===== config.mk =====
export PLATFORM = sky130hd
export DESIGN_NAME = uart_tx_arbiter
export DESIGN_NICKNAME = d
export VERILOG_FILES = /design/src/rtl/uart_tx_arbiter.sv
export SDC_FILE = /design/constraint.sdc
export NUM_CORES = 1
export LEC_CHECK = 0
export ABC_AREA = 1
export ABC_CLOCK_PERIOD_IN_PS = 2100
export CORE_MARGIN = 1.5
export CORE_UTILIZATION = 47
export CTS_BUF_LIST = sky130_fd_sc_hd__clkbuf_2 sky130_fd_sc_hd__clkbuf_4 sky130_fd_sc_hd__clkbuf_8
export DETAILED_ROUTE_END_ITERATION = 6
export GPL_TIMING_DRIVEN = 0
export HOLD_SLACK_MARGIN = 0.03
export PLACE_DENSITY = 0.78
export SYNTH_ARGS = -nofsm -noshare
export SYNTH_HDL_FRONTEND = slang
export SYNTH_SLANG_ARGS = --single-unit

===== constraint.sdc =====
create_clock -name CLK_I -period 2.1 [get_ports CLK_I]
set_input_delay 0.63 -clock CLK_I [delete_from_list [all_inputs] [get_ports CLK_I]]
set_output_delay 0.63 -clock CLK_I [all_outputs]
set_load 0.02 [all_outputs]

===== src/rtl/uart_tx_arbiter.sv =====
// uart_tx_arbiter: shares the escaped UART TX path between a
// single-byte command channel and a multi-byte data burst channel.
//
// Ports:
//   CLK_I, RST_I                     clock, sync active-high reset
//   CMD_VALID_I, CMD_I, CMD_READY_O  command channel
//   DATA_VALID_I, DATA_I,
//   DATA_LAST_I, DATA_READY_O        data burst channel
//   TX_READY_I                       escape stage ready
//   WRITE_O, DATA_SEND_O             data write to escape stage
//   WRITE_COMMAND_O, COMMAND_O       command write to escape stage
//
// Optional: define UART_TX_ARB_BURST_SLICE_EN to let one command
// cut into a burst after every MAX_BURST data bytes.

module uart_tx_arbiter #(
    parameter int GAP_CYCLES  = 2,
    parameter int MAX_CMD_RUN = 4,
    parameter int MAX_BURST   = 16
) (
    input  logic       CLK_I,
    input  logic       RST_I,
    input  logic       CMD_VALID_I,
    input  logic [7:0] CMD_I,
    output logic       CMD_READY_O,
    input  logic       DATA_VALID_I,
    input  logic [7:0] DATA_I,
    input  logic       DATA_LAST_I,
    output logic       DATA_READY_O,
    input  logic       TX_READY_I,
    output logic       WRITE_O,
    output logic [7:0] DATA_SEND_O,
    output logic       WRITE_COMMAND_O,
    output logic [7:0] COMMAND_O
);

    if (GAP_CYCLES < 1 || GAP_CYCLES > 15) begin : g_bad_gap
        $error("GAP_CYCLES out of range 1..15");
    end
    if (MAX_CMD_RUN < 1 || MAX_CMD_RUN > 15) begin : g_bad_run
        $error("MAX_CMD_RUN out of range 1..15");
    end
    if (MAX_BURST < 1 || MAX_BURST > 255) begin : g_bad_burst
        $error("MAX_BURST out of range 1..255");
    end

    localparam logic [3:0] GAP_L = 4'(GAP_CYCLES);
    localparam logic [3:0] RUN_L = 4'(MAX_CMD_RUN);

    typedef enum logic [1:0] {
        IDLE  = 2'd0,
        BURST = 2'd1,
        GAP   = 2'd2
    } state_t;

    state_t     state_q, state_d;
    logic [3:0] gap_q, gap_d;
    logic [3:0] run_q, run_d;
    // where the GAP state returns to once the counter expires
    logic       ret_q, ret_d;
    logic       grant_cmd, grant_data;
    logic       can_accept;

    logic       write_q, wcmd_q;
    logic [7:0] dsend_q, cmd_q;

`ifdef UART_TX_ARB_BURST_SLICE_EN
    localparam logic [7:0] SLICE_L = 8'(MAX_BURST);
    logic [7:0] bcnt_q, bcnt_d;
    logic       slice_due;
    assign slice_due = (bcnt_q >= SLICE_L);
`endif

    // state register
    always_ff @(posedge CLK_I) begin
        if (RST_I) begin
            state_q <= IDLE;
            gap_q   <= '0;
            run_q   <= '0;
            ret_q   <= 1'b0;
`ifdef UART_TX_ARB_BURST_SLICE_EN
            bcnt_q  <= '0;
`endif
        end else begin
            state_q <= state_d;
            gap_q   <= gap_d;
            run_q   <= run_d;
            ret_q   <= ret_d;
`ifdef UART_TX_ARB_BURST_SLICE_EN
            bcnt_q  <= bcnt_d;
`endif
        end
    end

    // next-state and arbitration
    always_comb begin
        state_d    = state_q;
        gap_d      = gap_q;
        run_d      = run_q;
        ret_d      = ret_q;
        grant_cmd  = 1'b0;
        grant_data = 1'b0;
`ifdef UART_TX_ARB_BURST_SLICE_EN
        bcnt_d     = bcnt_q;
`endif
        can_accept = !RST_I && TX_READY_I && (gap_q == 4'd0);

        unique case (state_q)
            IDLE: begin
                if (can_accept) begin
                    if (CMD_VALID_I && DATA_VALID_I
                        && run_q == RUN_L) begin
                        grant_data = 1'b1;
                    end else if (CMD_VALID_I) begin
                        grant_cmd = 1'b1;
                        if (!DATA_VALID_I)
                            run_d = 4'd0;
                        else if (run_q != RUN_L)
                            run_d = run_q + 4'd1;
                    end else if (DATA_VALID_I) begin
                        grant_data = 1'b1;
                    end
                end
            end
            BURST: begin
                if (can_accept) begin
`ifdef UART_TX_ARB_BURST_SLICE_EN
                    if (slice_due && CMD_VALID_I)
                        grant_cmd = 1'b1;
                    else if (DATA_VALID_I)
                        grant_data = 1'b1;
`else
                    if (DATA_VALID_I)
                        grant_data = 1'b1;
`endif
                end
            end
            GAP: begin
                if (gap_q <= 4'd1) begin
                    gap_d   = 4'd0;
                    state_d = ret_q ? BURST : IDLE;
                end else begin
                    gap_d = gap_q - 4'd1;
                end
            end
            default: begin
                state_d = IDLE;
                gap_d   = 4'd0;
            end
        endcase

        if (grant_data) begin
            run_d   = 4'd0;
            ret_d   = !DATA_LAST_I;
            state_d = GAP;
            gap_d   = GAP_L;
`ifdef UART_TX_ARB_BURST_SLICE_EN
            // a byte taken after an uncontested slice starts the next one
            if (DATA_LAST_I)
                bcnt_d = 8'd0;
            else if (slice_due)
                bcnt_d = 8'd1;
            else
                bcnt_d = bcnt_q + 8'd1;
`endif
        end

        if (grant_cmd) begin
            // a command taken inside a burst keeps the burst owner
            ret_d   = (state_q == BURST);
            state_d = GAP;
            gap_d   = GAP_L;
`ifdef UART_TX_ARB_BURST_SLICE_EN
            bcnt_d  = 8'd0;
`endif
        end
    end

    // issue registers: accepted byte appears one cycle later
    always_ff @(posedge CLK_I) begin
        if (RST_I) begin
            write_q <= 1'b0;
            wcmd_q  <= 1'b0;
            dsend_q <= '0;
            cmd_q   <= '0;
        end else begin
            write_q <= grant_data;
            wcmd_q  <= grant_cmd;
            if (grant_data)
                dsend_q <= DATA_I;
            if (grant_cmd)
                cmd_q <= CMD_I;
        end
    end

    // outputs; strobes are masked so a byte in flight when reset
    // arrives is dropped rather than issued
    always_comb begin
        CMD_READY_O     = grant_cmd;
        DATA_READY_O    = grant_data;
        WRITE_O         = write_q && !RST_I;
        WRITE_COMMAND_O = wcmd_q && !RST_I;
        DATA_SEND_O     = dsend_q;
        COMMAND_O       = cmd_q;
    end

endmodule


==> After elaboration in Yosys (flattened, before gate mapping) <==
Cells that the tools add are included.
{ "totals": {"reg_bits": 29, "in_bits": 22, "out_inout_bits": 20, "wordCells": 63} }
{ "classes": {"n_addsub": 2, "n_lt_le_gt_ge": 1, "eq_ne": 8, "mux": 23, "n_bitwise": 2, "reduce_logical": 17} }
{ "op_table": {"columns": ["op", "n"], "rows": [
  ["$mux W1", 12],
  ["$mux W4", 3],
  ["$mux W2", 5],
  ["$pmux W4 S2", 1],
  ["$logic_and A1 B1 Y1", 6],
  ["$reduce_and A5 Y1", 1],
  ["$add A4 B1 Y4 const B", 1],
  ["$eq A4 B3 Y1 const B", 1],
  ["$le A4 B1 Y1 const B", 1],
  ["$logic_not A4 Y1", 1],
  ["$ne A4 B3 Y1 const B", 1],
  ["$ne A4 B4 Y1 const B", 1],
  ["$pmux W2 S2", 1],
  ["$reduce_and A2 Y1", 2],
  ["$reduce_or A2 Y1", 2],
  ["$sub A4 B1 Y4 const B", 1],
  ["$ne A3 B1 Y1 const B", 1],
  ["$reduce_or A3 Y1", 1],
  ["$eq A2 B1 Y1 const B", 1],
  ["$eq A2 B2 Y1 const B", 1],
  ["$logic_not A1 Y1", 2],
  ["$logic_not A2 Y1", 1],
  ["$ne A2 B1 Y1 const B", 1],
  ["$ne A2 B2 Y1 const B", 1],
  ["other kinds (3)", 4]
]} }

==> Longest topological paths before layout <==
{ "depth": {"word_depth": 7, "depth_mapped": 9, "depth_no_buf": 9} }

==> Least setup slack after synthesis <==
OpenSTA, ideal clock, no wires.
{ "synth_timing": {"path_kind": "input to output", "from": "in RST_I", "to": "out CMD_READY_O", "t_arrival_ps": 1359, "required_time_ps": 1470, "slack_ps": 111, "cell_stages": 6, "n_path_buf": 1, "cell_sequence": "inv_2 nand2_1 nor2_8 nand3_4 buf_6 inv_1"} }
{ "synth_via": {"elab_chain_cells": 5} }
{ "synth_lines": {"columns": ["item", "line", "rtl"], "rows": [
  ["start, declared", "22", "input logic RST_I,"],
  ["$logic_not A1 Y1", "106", "can_accept = !RST_I && TX_READY_I && (gap_q == 4'd0);"],
  ["$logic_and A1 B1 Y1 (2 in series)", "106", null],
  ["$mux W1", "110", "if (can_accept) begin"],
  ["$mux W1", "108", "unique case (state_q)"],
  ["end, declared", "25", "output logic CMD_READY_O,"]
]} }
No other way between the ends.

==> Final worst setup path <==
{ "layout_timing": {"from": "in TX_READY_I", "to": "out CMD_READY_O"} }
{ "layout_via": {"elab_chain_cells": 4} }
{ "layout_lines": {"columns": ["item", "line", "rtl"], "rows": [
  ["start, declared", "30", "input logic TX_READY_I,"],
  ["$logic_and A1 B1 Y1 (2 in series)", "106", null],
  ["$mux W1", "110", null],
  ["$mux W1", "108", null]
]} }
No other way between the ends.

==> impl_metrics.ini <==
[synth]
synth-async-reset-ratio_pct = 0
netlist_instances = 178
ys.flop_type = dfxtp_1
ys_top_cells_by_count = 53 x nand2_1, 29 x dfxtp_1, 25 x nand3_1
synth_top_area_share_pct = 43.5
synth_fp_nets = 204
synth.cell_area_um2 = 1330
syn_area_per_cell_um2 = 7.49
synthTopCellsByArea = dfxtp_1 44%, nand2_1 15%, nand3_1 9.4%, inv_1 5.3%, nor2_1 4.5%
synth-seq-cells = 29
yosys_warnings = 0
synth_top_cell_by_area = dfxtp_1
yosysSeqAreaShare_pct = 43.5
synth.most_common_cell = nand2_1
synth.distinct_cells = 25
synth_edf_count = 0

[finish]
drive_gt1_share_pct = 24.9
diodes = 0
area_growth_pct = 50.3
layout.nets = 266
regArea_um2 = 589
fillers = 206
multi_input_area_um2 = 698

[worst_setup_path]
cp_data_arrival_time_ns = 1.41
cp_max_fo = 5
worstSetupStartpointType = input port
crit_required_ns = 1.47
startpoint = TX_READY_I
timing.rr.start = gap_q[0]
path_class = input port to primary output
cp-end-kind = primary output

[timing]
hold_viol = 0
max_freq_mhz = 491
worstMarginPinSlew_ns = 0.472
finalWorstSetupSlack_ns = 0.0614
finClkSkew_ns = 0.0122
slew-limit-headroom_pct = 68.5
period_needed_ns = 2.04
report.final.slew_viol_count = 0
fin_tns_setup_ns = 0
fin_crit_sh_pct = 97.1
setup_violations = 0

[placement]
place_ws_ns = -1.07
portBuffers = 41
place_congestion = 0.772
dp_hpwl_um = 2410

[clock_network]
cts_sinks = 29
cts-root-buf = clkbuf_4
htreeDepth = 2
cts_buffers = 5
cts.clk_slew.worst_paths_ns = 0.09
clk_path_buf_depth = 2
cts_tree = built
postCtsHoldBufs = 0
clk_latency_ns = 0.33

[hold_path]
hold_path_class = flop to flop
min_from = DATA_SEND_O[6]

[detailed_routing]
first_iter_violations = 47
routed_wl_um = 3470
routed_via_density = 4.92
route.vias.total = 1339
drtAntennaViolNets = 0
dr.pass1.iters = 5
drc_errors = 0
avgRoutedWirePerCell_um = 12.8

[global_route]
grt_pass1_vias = 1276
grt_max_degree = 11
gr-total-overflow = 0
grt_usage_pct = 23.9
grt_pass1_wl_um = 5780
antenna_found_initial = 0

[floorplanning]
die_w_um = 56.3
dieHeight_um = 56.3
start_util_pct = 48.8
rows = 19
ios = 42
die_area_um2 = 3170
core_um2 = 2730

[pwr]
leakagePower_uw = 0.000936
powerDensity_nw_per_um2 = 584
vdd_ir_drop_max_mv = 0.651

[status]
status = complete, no violations

[job]
maxCapViolCount = 0
[what timing repair did]
| item | 4_1_cts | 5_1_grt |
|---|---|---|
| buffers inserted | 9 | 7 |
| gates resized for setup | 44 | 7 |
| endpoints found under the setup margin | 4 | 2 |
| pin swaps | 8 | 6 |
[cells by family (layout without fill, tap and decap cells)]
kind of cell             count (synthesis)  count (layout)  synth area share (%)
buffers and inverters                   27              90                  8.91
AO/OA/AOI/OAI                            9               9                  3.94
flip-flops                              29              29                  43.5
XOR/XNOR                                 1               1                 0.657
AND/OR/NAND/NOR                        108             108                  39.2
adder cells (fa/ha/maj)                  4               4                  3.75
[final timing paths]
check	end	slack [ns]	cells past startpoint
worst max-delay path	CMD_READY_O	0.06	6
worst min-delay path	DATA_SEND_O[6]	0.47	2
worst max register to register	run_q[2]	0.57	9
worst min register to register	DATA_SEND_O[6]	0.47	2
[power breakdown]
group          internal [µW]  switching [µW]  leakage [µW]  total (µW)
sequential               576            15.8      0.000239         592
clock                    126             201     0.0000310         327
combinational            125             127      0.000666         252
total                    826             344      0.000936        1170
[layout by cell type, fill, tap and decap left out, types with 2 or more instances in the layout]
cell type	netlist	routed
ha_1	4	2
buf_2	2	3
nand3_2	1	3
dfxtp_1	29	22
dfxtp_2	0	7
inv_1	19	14
nand3_4	2	2
nand4_1	5	5
nand3_1	25	23
buf_6	2	3
clkdlybuf4s50_1	0	33
dlygate4sd2_1	0	4
buf_4	0	15
ha_4	0	2
nor2_4	1	3
nor2_1	16	15
a21oi_1	5	5
clkbuf_4	0	5
inv_2	3	7
nand2_1	53	52
clkinv_2	0	2
[metrics by stage]
step                utilization [%]  area [µm²]  std cells  hold slack [ns]  power, µW
finish                         73.3        2000        272            0.466       1170
global route                   73.3        2000        272            0.494       1240
CTS                            72.2        1970        267            0.470       1180
detailed placement             65.2        1780        250            0.458        818
global placement               65.2        1780        250            0.449        811
floorplan                         -        1330        178            0.453        717
[worst max-delay path, stage by stage]
cell	delay, ns
dlygate4sd2_1	0.23
nand2_2	0.09
nor2_8	0.16
nand3_4	0.12
inv_2	0.07
buf_6	0.11
[metal layers]
metal | track usage, % | part of all wire (%)
met3 | 9.91 | 5.7
met5 | 0 | 0
met4 | 8.84 | 1.6
met1 | 27.1 | 41
met2 | 40.2 | 51
[area by class of cell]
| type | instances | area share [%] |
|---|---|---|
| Clock inverter | 3 | 0.874 |
| Multi-Input combinational cell | 122 | 34.8 |
| Timing Repair Buffer | 56 | 25.5 |
| Clock buffer | 5 | 1.87 |
| Inverter | 22 | 4.37 |
| Tap cell | 31 | 1.94 |
| Sequential cell | 29 | 29.4 |
| Buffer | 4 | 1.25 |
[sequential cells by signal (all words and copies together) (netlist names)]
signal	flops
run_q	4
state_q	2
COMMAND_O	8
DATA_SEND_O	8
wcmd_q	1
ret_q	1
write_q	1
gap_q	4
No activity file was read; power rests on OpenSTA's default activity.
